`src/rtl/rnic_exdes_write_rx_generator.sv`:
```
// RDMA WRITE-ONLY packet generator for the RNIC example design receive path.
// On a start pulse it emits NUM_PKTS packets on an AXI4-Stream master. Each packet
// is one header beat carrying the PSN and the WRITE ONLY opcode, followed by
// PAYLOAD_BEATS all-ones beats. Packets are separated by IPG_CYCLES idle cycles.
//
// Ports:
//   core_clk, core_aresetn   clock and asynchronous active-low reset
//   start_i                  single-cycle pulse that begins a run (ignored while busy)
//   m_axis_*                 AXI4-Stream master (tdata/tkeep/tvalid/tlast/tready)
//   write_pkt_psn            PSN of the packet currently being sent
//   pkt_sent_cnt             packets completed in the current run (saturates at 31)
//   busy_o                   high while a run is in progress
//   rdma_write_test_done_o   sticky run-complete flag, cleared by start_i or reset
module rnic_exdes_write_rx_generator #(
    parameter int unsigned C_AXIS_DATA_WIDTH = 512,
    parameter int unsigned NUM_PKTS          = 16,
    parameter int unsigned PAYLOAD_BEATS     = 4,
    parameter logic [23:0] START_PSN         = 24'h000000,
    parameter int unsigned IPG_CYCLES        = 2
) (
    input  logic                           core_clk,
    input  logic                           core_aresetn,
    input  logic                           start_i,
    output logic [C_AXIS_DATA_WIDTH-1:0]   m_axis_tdata,
    output logic [C_AXIS_DATA_WIDTH/8-1:0] m_axis_tkeep,
    output logic                           m_axis_tvalid,
    output logic                           m_axis_tlast,
    input  logic                           m_axis_tready,
    output logic [23:0]                    write_pkt_psn,
    output logic [4:0]                     pkt_sent_cnt,
    output logic                           busy_o,
    output logic                           rdma_write_test_done_o
);

    // Header field positions within the 512-bit beat
    localparam int unsigned PsnLsb    = 408;
    localparam int unsigned OpcodeLsb = 336;
    localparam logic [7:0]  OpWriteOnly = 8'h0A;

    typedef enum logic [2:0] {StIdle, StHdr, StPayload, StGap, StDone} state_e;

    state_e      state_q, state_d;
    logic [23:0] psn_q, psn_d;
    logic [7:0]  beat_idx_q, beat_idx_d;
    logic [3:0]  gap_cnt_q, gap_cnt_d;
    logic [4:0]  pkt_cnt_q, pkt_cnt_d;
    logic        done_q, done_d;

    logic        beat_xfer;
    logic        last_beat;
    logic        last_pkt;
    logic        load_run;

    assign m_axis_tvalid = (state_q == StHdr) || (state_q == StPayload);
    assign busy_o        = m_axis_tvalid || (state_q == StGap);
    assign beat_xfer     = m_axis_tvalid && m_axis_tready;
    assign last_beat     = beat_idx_q == 8'(PAYLOAD_BEATS - 1);
    assign last_pkt      = pkt_cnt_q == 5'(NUM_PKTS - 1);
    assign load_run      = start_i && !busy_o;

    assign m_axis_tlast           = (state_q == StPayload) && last_beat;
    assign m_axis_tkeep           = m_axis_tvalid ? '1 : '0;
    assign write_pkt_psn          = psn_q;
    assign pkt_sent_cnt           = pkt_cnt_q;
    assign rdma_write_test_done_o = done_q;

    // Beat contents depend only on registered state, so they hold while stalled
    always_comb begin
        m_axis_tdata = '0;
        if (state_q == StHdr) begin
            m_axis_tdata[PsnLsb +: 24]   = psn_q;
            m_axis_tdata[OpcodeLsb +: 8] = OpWriteOnly;
        end else if (state_q == StPayload) begin
            m_axis_tdata = '1;
        end
    end

    always_comb begin
        state_d    = state_q;
        psn_d      = psn_q;
        beat_idx_d = beat_idx_q;
        gap_cnt_d  = gap_cnt_q;
        pkt_cnt_d  = pkt_cnt_q;
        done_d     = done_q;

        unique case (state_q)
            StIdle: ;
            StHdr: begin
                if (beat_xfer) begin
                    beat_idx_d = '0;
                    state_d    = StPayload;
                end
            end
            StPayload: begin
                if (beat_xfer) begin
                    beat_idx_d = beat_idx_q + 8'd1;
                    if (last_beat) begin
                        pkt_cnt_d = (pkt_cnt_q == 5'd31) ? pkt_cnt_q : pkt_cnt_q + 5'd1;
                        psn_d     = psn_q + 24'd1;
                        if (last_pkt) begin
                            state_d = StDone;
                        end else if (IPG_CYCLES == 0) begin
                            state_d = StHdr;
                        end else begin
                            gap_cnt_d = '0;
                            state_d   = StGap;
                        end
                    end
                end
            end
            StGap: begin
                if (gap_cnt_q == 4'(IPG_CYCLES - 1)) begin
                    state_d = StHdr;
                end else begin
                    gap_cnt_d = gap_cnt_q + 4'd1;
                end
            end
            StDone: begin
                done_d  = 1'b1;
                state_d = StIdle;
            end
            default: state_d = StIdle;
        endcase

        // A start seen while not busy (IDLE or DONE) begins a fresh run
        if (load_run) begin
            psn_d     = START_PSN;
            pkt_cnt_d = '0;
            done_d    = 1'b0;
            state_d   = StHdr;
        end
    end

    always_ff @(posedge core_clk or negedge core_aresetn) begin
        if (!core_aresetn) begin
            state_q    <= StIdle;
            psn_q      <= '0;
            beat_idx_q <= '0;
            gap_cnt_q  <= '0;
            pkt_cnt_q  <= '0;
            done_q     <= 1'b0;
        end else begin
            state_q    <= state_d;
            psn_q      <= psn_d;
            beat_idx_q <= beat_idx_d;
            gap_cnt_q  <= gap_cnt_d;
            pkt_cnt_q  <= pkt_cnt_d;
            done_q     <= done_d;
        end
    end

endmodule
```
`config.mk`:
```
export PLATFORM = sky130hd
export DESIGN_NAME = rnic_exdes_write_rx_generator
export DESIGN_NICKNAME = d
export VERILOG_FILES = /design/src/rtl/rnic_exdes_write_rx_generator.sv
export SDC_FILE = /design/constraint.sdc
export NUM_CORES = 1
export LEC_CHECK = 0
export CORE_AREA = 2 2 242 244
export DETAILED_ROUTE_END_ITERATION = 10
export DIE_AREA = 0 0 244 246
export SLEW_MARGIN = 10
export SYNTH_ARGS = -nofsm -noshare
export SYNTH_HDL_FRONTEND = slang
export SYNTH_SLANG_ARGS = --single-unit
```
`constraint.sdc`:
```
create_clock -name core_clk -period 22.5 [get_ports core_clk]
set_input_delay 6.75 -clock core_clk [delete_from_list [all_inputs] [get_ports core_clk]]
set_output_delay 6.75 -clock core_clk [all_outputs]
set_load 0.01 [all_outputs]
```
==> results.json, run 1 <==
{
  "crit_arrival_ns": 3.75,
  "mostFrequentLayoutCell": "clkdlybuf4s50_1",
  "r2r_slack_ns": 19.61,
  "async_reset_ff_share_pct": 100,
  "synth-xor-area-share_pct": 1.40,
  "rsz0062_at_grt": "false",
  "p_comb_share_pct": 88.8,
  "drtAntennaViolNets": 0,
  "syn_nets": 887,
  "overflow": 0,
  "hold_path.class": "register to register",
  "final_cell_mix": "611 x clkdlybuf4s50_1, 58 x nand2_1, 45 x dfrtp_1",
  "drc": 0,
  "placed_cells": 1688,
  "synth.avg_cell_area_sq_um": 7.84,
  "power_frac_seq_pct": 6.6,
  "path_cells": "or3b_2 > inv_8 > buf_6 > clkdlybuf4s50_1",
  "hold_depth": 1,
  "post_cts_buffers": 0,
  "ctsHoldBuffers": 0,
  "synth_top_flop_cell": "dfrtp_1",
  "dp_hpwl_um": 12000,
  "power.switching_mw": 0.617,
  "synth_area_leader_cell": "buf_4",
  "wl_per_cell_um": 9.47,
  "drive_gt1_share_pct": 2.36,
  "numPortBuffers": 612,
  "yosys.area.top_type_share_pct": 60.3,
  "post-route-period-util_pct": 46.7,
  "criticalPathCategory": "register to primary output",
  "p_per_area_nw_per_um2": 156,
  "hold_viol_final": 0,
  "status": "finished, final reports clean",
  "fp.coreArea_sq_um": 57400,
  "drt_iter0_drc": 122,
  "setup_tns_ns": 0,
  "vdd_ir_drop_max_mv": 0.0849,
  "synth.ff_latch_count": 45,
  "setup_viol": 0,
  "synth_top_cells_by_area": "buf_4 60%, dfrtp_1 16%, nand2_1 3.2%",
  "slowest_stage": "or3b_2",
  "min_period_ns": 10.50,
  "tritoncts": "done",
  "root_buffer": "clkbuf_16",
  "grtUsageTotal_pct": 4.15,
  "worstMarginPinSlew_ns": 1.01,
  "synth_compound_area_share_pct": 5.52,
  "grt_max_degree": 178,
  "area_growth_pct": 45.2,
  "ys_seq_area_share_pct": 16.4,
  "wl_um": 16100,
  "place_congestion": 0.709,
  "drv_cap": 0,
  "synth_adder_area_share_pct": 1.28,
  "end_kind": "primary output",
  "cts_resized": 0,
  "required_ns": 15.75,
  "synth_top_family_by_area": "buffers and inverters",
  "numClockSinks": 45,
  "pwr-share-clk_pct": 4.7,
  "synth_cells": 876,
  "num_rows": 88,
  "numCtsBuffers": 5,
  "cp_max_fo": 161,
  "insertion_delay_ns": 0.28,
  "p_sw_share_pct": 39.8,
  "grt_pass1_wl_um": 21300,
  "p_int_mw": 0.935,
  "chipHeight_um": 246,
  "maxSlewViolCount": 0,
  "synth-warning-count": 0,
  "route.detailed.vias_per_inst": 2.83,
  "fin_nets": 942,
  "skew_ns": 0.00400,
  "cts_buffer_depth": 2,
  "dieArea_sq_um": 60000,
  "synth_edf_count": 0,
  "start_util_pct": 12.0,
  "antenna_cells": 0,
  "crit_family": "buffers and inverters",
  "synth_mux_area_share_pct": 0.583,
  "drt_pass1_iterations": 5,
  "r2r_cells": 4,
  "power.leakage_nw": 3.51,
  "synthSimpleGateAreaFrac_pct": 12.9,
  "htree_levels": 2,
  "syn-cell-area_sq_um": 6860,
  "antenna_found_initial": 0,
  "die_x_um": 244,
  "cts.clk_slew.worst_paths_ns": 0.06,
  "start_kind": "register",
  "cp_num_buf_inv": 3,
  "synth_cell_types": 48,
  "slew_headroom_pct": 32.4,
  "crit_path_max_incr_delay_ns": 0.83,
  "vias": 4800,
  "crit_cells": 4,
  "final_cells": 1696,
  "grt_pass1_vias": 3892,
  "max_freq_mhz": 95.2,
  "io_pins": 613
}
==> state kept, by name (all words and copies together) (netlist names) <==
register,cells
beat_idx_q,8
gap_cnt_q,4
pkt_sent_cnt,5
rdma_write_test_done_o,1
state_q,3
write_pkt_psn,24
==> layer usage <==
| metal | up-vias | track usage (%) | part of all wire, % | wire length (um) |
|---|---|---|---|---|
| met2 | 280 | 8.15 | 52 | 8370 |
| met1 | 2122 | 4.62 | 40 | 6390 |
| met5 | - | 0 | 0 | 0 |
| met4 | 0 | 1.08 | 0.78 | 125 |
| li1 | 2392 | - | - | - |
| met3 | 6 | 0.556 | 7.3 | 1170 |
==> path summary, 6_finish.rpt <==
kind	from	endpoint
max in group asynchronous	core_aresetn	state_q[0]
worst max register to register	state_q[2]	write_pkt_psn[18]
worst min register to register	rdma_write_test_done_o	rdma_write_test_done_o
worst min-delay path	rdma_write_test_done_o	rdma_write_test_done_o
min in group asynchronous	core_aresetn	write_pkt_psn[22]
worst max-delay path	state_q[2]	m_axis_tdata[406]
==> kinds of logic (layout without fill, tap and decap cells) <==
group / Yosys count / count (layout)
AO/OA/AOI/OAI: 62 / 62
XOR/XNOR: 11 / 11
adder cells (fa/ha/maj): 7 / 7
buffers and inverters: 579 / 634
flip-flops: 45 / 45
multiplexers: 4 / 4
AND/OR/NAND/NOR: 168 / 168
==> layout make-up <==
| type | count | area, sq um |
|---|---|---|
| Fill cell | 6272 | 47400 |
| Timing Repair Buffer | 619 | 6200 |
| Multi-Input combinational cell | 252 | 1500 |
| Sequential cell | 45 | 1130 |
| Tap cell | 765 | 957 |
| Clock buffer | 7 | 143 |
| Inverter | 8 | 37.5 |
==> synthesized netlist by cell type (5+ instances only) <==
cell type  count
or3_1         10
nand4_1       12
o21ai_0       13
dfrtp_1       45
a21oi_1       25
nor2_1        23
nor4_1        10
xor2_1         5
o31ai_1        9
inv_1          8
nand3_1       14
nand2_1       58
and3_1         6
or4_1         10
xnor2_1        6
buf_4        551
clkbuf_1      16
ha_1           7
==> stage by stage <==
step	hold slack, ns	total power, mW	worst slack, ns	util [%]	area (sq um)
2_1_floorplan	0.481	1.52	6.68	-	6860
3_3_place_gp	0.503	1.49	11.97	17.1	9790
3_5_place_dp	0.504	1.50	11.76	17.1	9790
4_1_cts	0.529	1.58	11.46	17.3	9930
5_1_grt	0.545	1.64	11.68	17.4	9960
6_report	0.522	1.55	12.00	17.4	9960
==> power by group through the flow <==
| stage | clock network [mW] | logic [mW] | registers (mW) |
|---|---|---|---|
| final | 0.0724 | 1.38 | 0.102 |
| after global routing | 0.0769 | 1.45 | 0.104 |
| after CTS | 0.0749 | 1.40 | 0.102 |
| after detailed placement | 0 | 1.40 | 0.103 |
| after global placement | 0 | 1.39 | 0.102 |
| after floorplan | 0 | 1.42 | 0.0971 |
Note: power is estimated with default switching activity, not from simulation.
==> run 2: changes to the inputs <==
- CORE_AREA: 2 2 242 244 -> 2 2 239 241
- DIE_AREA: 0 0 244 246 -> 0 0 241 243
- clock period: 22.5 -> 10.7 ns (I/O delays scaled with it)
==> run 2 against run 1 <==
Compared with the run above:
- global-route usage grew 0.45 points
- largest power group unchanged
- final cell count shrank 0.59%
- worst hold slack lost 0.0068 ns
==> results.json, run 2 (same netlist as run 1, synthesis figures left out) <==
{
  "ctsHoldBuffers": 0,
  "wl_um": 16700,
  "place_area_sq_um": 9770,
  "routed-wl-met3_um": 1460,
  "drt_pass1_iterations": 4,
  "hold_viol_final": 0,
  "num_rows": 87,
  "drtAntennaViolNets": 0,
  "fp.coreArea_sq_um": 56000,
  "vias": 4866,
  "cp_max_fo": 274,
  "drt_iter0_drc": 137,
  "power.switching_mw": 1.30,
  "grt_pass1_wl_um": 22900,
  "end_kind": "primary output",
  "fillers": 6248,
  "setup_viol": 0,
  "path_cells": "or3b_2 > clkinvlp_4 > buf_4 > buf_12 > buf_16 > clkdlybuf4s50_1",
  "cts_buffer_depth": 2,
  "worstMarginPinSlew_ns": 1.03,
  "htree_levels": 2,
  "pwr-share-clk_pct": 4.7,
  "antenna_found_initial": 0,
  "grtUsageTotal_pct": 4.60,
  "p_sw_share_pct": 39.7,
  "max_freq_mhz": 133,
  "finalWorstSetupSlack_ns": 3.16,
  "place_congestion": 0.714,
  "cp_num_buf_inv": 5,
  "maxSlewViolCount": 0,
  "drive_gt1_share_pct": 2.26,
  "slowest_stage": "or3b_2",
  "pre_cts_slack_ns": 3.39,
  "largest_reg_flops": 24,
  "die_x_um": 241,
  "cts.clk_slew.worst_paths_ns": 0.06,
  "grt_pass1_vias": 3897,
  "top_layer_used": "met4",
  "chipHeight_um": 243,
  "slew_headroom_pct": 31.6,
  "crit_arrival_ns": 4.33,
  "wl_per_cell_um": 9.93,
  "tritoncts": "done",
  "crit_path_max_incr_delay_ns": 0.80,
  "dr_wl_met2_um": 8520,
  "finalPower_mw": 3.28,
  "post-route-period-util_pct": 70.5,
  "setup_tns_ns": 0,
  "post_cts_buffers": 0,
  "numClockSinks": 45,
  "multiInputGateArea_sq_um": 1500,
  "io_pins": 613,
  "vdd_ir_drop_max_mv": 0.187,
  "numCtsBuffers": 5,
  "power_frac_seq_pct": 6.5,
  "crit_family": "buffers and inverters",
  "area_growth_pct": 45.1,
  "dp_hpwl_um": 12700,
  "drv_cap": 0,
  "cts_resized": 0,
  "required_ns": 7.49,
  "stdcell_area_sq_um": 9960,
  "fin_nets": 941,
  "drc": 0,
  "insertion_delay_ns": 0.28,
  "dieArea_sq_um": 58600,
  "whs_ns": 0.515,
  "power.leakage_nw": 3.50,
  "numPortBuffers": 612,
  "min_period_ns": 7.54,
  "p_int_mw": 1.98,
  "grt_max_degree": 376,
  "wl_met1_um": 6670,
  "route.detailed.vias_per_inst": 2.89,
  "p_comb_share_pct": 88.8,
  "rsz0062_at_grt": "false",
  "final_cell_mix": "611 x clkdlybuf4s50_1, 58 x nand2_1, 45 x dfrtp_1",
  "p_per_area_nw_per_um2": 329,
  "start_util_pct": 12.3,
  "register_area_sq_um": 1130,
  "criticalPathCategory": "register to primary output",
  "mostFrequentLayoutCell": "clkdlybuf4s50_1",
  "status": "finished, final reports clean",
  "overflow": 0,
  "hold_path.class": "register to register",
  "antenna_cells": 0,
  "start_kind": "register",
  "skew_ns": 0.00657,
  "root_buffer": "clkbuf_16"
}
-- run 2: cell count changes in the layout (fill, tap and decap cells not counted) --
cell / delta
buf_12: +2
buf_6: -2
buf_4: -1
clkinvlp_4: +1
inv_8: -1
-- run 2: layout make-up --
type	count	area share, %
clock buffers	7	1.43
inverters	8	0.339
multi-input cells	252	15.1
flip-flops and latches	45	11.3
well taps	756	9.50
repair buffers	618	62.4
-- run 2: power by group through the flow --
stage	sequential [mW]	combinational [mW]	clock (mW)
detailed placement	0.216	2.94	0
global route	0.218	3.08	0.166
floorplan	0.204	2.81	0
finish	0.214	2.91	0.153
CTS	0.214	2.95	0.157
global placement	0.214	2.91	0
-- run 2: path summary, 6_finish.rpt --
path,endpoint,depth (start not counted),slack (ns),startpoint
max reg2reg,write_pkt_psn[22],4,7.89,state_q[2]
min in group asynchronous,write_pkt_psn[22],1,3.11,core_aresetn
max,m_axis_tdata[8],6,3.16,state_q[2]
min reg2reg,gap_cnt_q[2],1,0.51,gap_cnt_q[2]
max in group asynchronous,write_pkt_psn[12],1,6.96,core_aresetn
min,gap_cnt_q[2],1,0.51,gap_cnt_q[2]
-- run 2: stage by stage --
stage | cells | utilization (%)
global placement | 1677 | 17.5
detailed placement | 1677 | 17.5
floorplan | 876 | -
CTS | 1684 | 17.7
global route | 1686 | 17.8
finish | 1686 | 17.8
-- run 2: metal layers --
layer  global-route usage, %  vias to the layer above
met5                       0                        -
met1                    5.22                     2175
met3                   0.694                        8
li1                        -                     2387
met2                    8.98                      296
met4                   0.763                        0
-- run 2: worst reg2reg max path, cell delays in order (launching register included) --
cell	delay, ns
dfrtp_1	0.54
or4bb_1	0.65
or4_1	0.78
or4_1	0.60
a21oi_1	0.16
==> run 3: changes to the inputs <==
- CORE_AREA: 2 2 239 241 -> 2 2 236 238
- DIE_AREA: 0 0 241 243 -> 0 0 238 240
- clock period: 10.7 -> 6.65 ns (I/O delays scaled with it)
==> run 3 against run 2 <==
Compared with the run above:
- sequential power grew 61%
- critical endpoint is now m_axis_tdata[178]
- largest cell class unchanged
- flip-flop and latch count is the same
- non-clock buffer count grew 2
- critical path type unchanged
- routed wire length shrank 1.5%
- sequential share of layout area grew 0.060 points
- count of clock-buffer cells in the layout is the same
- total power grew 61%
- combinational power grew 61%
- clock skew grew 0.0016 ns
==> results.json, run 3 (same netlist as run 1, synthesis figures left out) <==
{
  "status": "finished, final reports clean",
  "maxSlewViolCount": 0,
  "final_util_pct": 18.1,
  "area_growth_pct": 44.3,
  "numCtsBuffers": 5,
  "fp.coreArea_sq_um": 54700,
  "fin_nets": 943,
  "drv_cap": 0,
  "start_util_pct": 12.6,
  "rr_startpoint": "state_q[2]",
  "r2r_slack_ns": 3.85,
  "drt_iter0_drc": 162,
  "reg2reg_to": "state_q[2]",
  "crit_arrival_ns": 3.88,
  "cp_max_fo": 285,
  "die_x_um": 238,
  "insertion_delay_ns": 0.29,
  "root_buffer": "clkbuf_16",
  "mostFrequentLayoutCell": "clkdlybuf4s50_1",
  "crit_start": "state_q[2]",
  "min_period_ns": 5.88,
  "tritoncts": "done",
  "skew_ns": 0.00820,
  "antenna_cells": 0,
  "num_rows": 86,
  "grt_max_degree": 358,
  "antenna_found_initial": 1,
  "grt_pass1_vias": 3760,
  "finalWorstSetupSlack_ns": 0.775,
  "start_kind": "register",
  "post_cts_buffers": 0,
  "io_pins": 613,
  "cts_resized": 0,
  "dp_hpwl_um": 12300,
  "worstMarginPinSlew_ns": 1.07,
  "finalPower_mw": 5.28,
  "vdd_ir_drop_max_mv": 0.317,
  "rsz0062_at_grt": "false",
  "crit_path_max_incr_delay_ns": 0.69,
  "ctsHoldBuffers": 0,
  "setup_tns_ns": 0,
  "final_cell_mix": "611 x clkdlybuf4s50_1, 58 x nand2_1, 45 x dfrtp_1",
  "criticalPathCategory": "register to primary output",
  "numClockSinks": 45,
  "route.detailed.vias_per_inst": 2.96,
  "end_kind": "primary output",
  "slowest_stage": "clkdlybuf4s50_1",
  "drc": 0,
  "largest_reg_flops": 24,
  "numPortBuffers": 612,
  "post-route-period-util_pct": 88.3,
  "pre_cts_slack_ns": 1.13,
  "grt_pass1_wl_um": 21200,
  "drt_pass1_iterations": 4,
  "cts_buffer_depth": 2,
  "drtAntennaViolNets": 0,
  "cts.clk_slew.worst_paths_ns": 0.07,
  "wl_per_cell_um": 10.1,
  "htree_levels": 2,
  "hold_viol_final": 0,
  "vias": 4842,
  "r2r_cells": 5,
  "power.leakage_nw": 3.51,
  "endpoint": "m_axis_tdata[178]",
  "place_congestion": 0.757,
  "dieArea_sq_um": 57100,
  "drive_gt1_share_pct": 2.47,
  "path_cells": "or3b_2 > buf_4 > clkinvlp_4 > buf_12 > buf_16 > clkdlybuf4s50_1",
  "setup_viol": 0,
  "p_per_area_nw_per_um2": 533,
  "required_ns": 4.66,
  "chipHeight_um": 240,
  "hold_path.class": "register to register",
  "overflow": 0,
  "grtUsageTotal_pct": 4.39,
  "max_freq_mhz": 170,
  "wl_um": 16500,
  "slew_headroom_pct": 28.3,
  "whs_ns": 0.524
}
==> run 3: worst min-delay path by stage <==
| stage | cells after the start | startpoint | endpoint | slack [ns] |
|---|---|---|---|---|
| 4_1_cts | 1 | gap_cnt_q[2] | gap_cnt_q[2] | 0.53 |
| 3_3_place_gp | 1 | rdma_write_test_done_o | rdma_write_test_done_o | 0.50 |
| 6_report | 1 | beat_idx_q[0] | beat_idx_q[0] | 0.52 |
| 2_1_floorplan | 1 | gap_cnt_q[2] | gap_cnt_q[2] | 0.48 |
| 3_5_place_dp | 1 | gap_cnt_q[2] | gap_cnt_q[2] | 0.51 |
| 5_1_grt | 1 | beat_idx_q[0] | beat_idx_q[0] | 0.55 |
==> run 3: power by group <==
| part | leakage [nW] | internal (mW) | switching, mW |
|---|---|---|---|
| Sequential | 0.618 | 0.302 | 0.0429 |
| Combinational | 2.83 | 2.74 | 1.95 |
| Clock | 0.0641 | 0.140 | 0.107 |
==> run 3: worst max-delay path: cells and delay by family (launching register included) <==
family / cells / cell delay (ns)
buffers and inverters: 5 / 2.31
DFF: 1 / 0.53
and+or+nand+nor: 1 / 0.50
==> run 3: metrics by stage <==
stage	cell area (sq um)	cells
final	9910	1637
after global routing	9910	1637
after CTS	9860	1635
after detailed placement	9720	1627
after global placement	9720	1627
after floorplan	6890	876
==> run 3: metal layers <==
layer,up-vias,track usage [%],share of wire [%]
met1,2138,5.30,41
met4,0,1.25,1.4
met3,14,0.815,7.8
met5,-,0,0
met2,287,7.90,50
li1,2403,-,-
==> run 3: area by class of cell <==
cell class	count	area [sq um]
clock buffers	7	133
fillers	5975	44800
flip-flops and latches	45	1130
multi-input cells	252	1500
repair buffers	620	6230
inverters	8	33.8
clock inverters	1	7.51
well taps	704	881
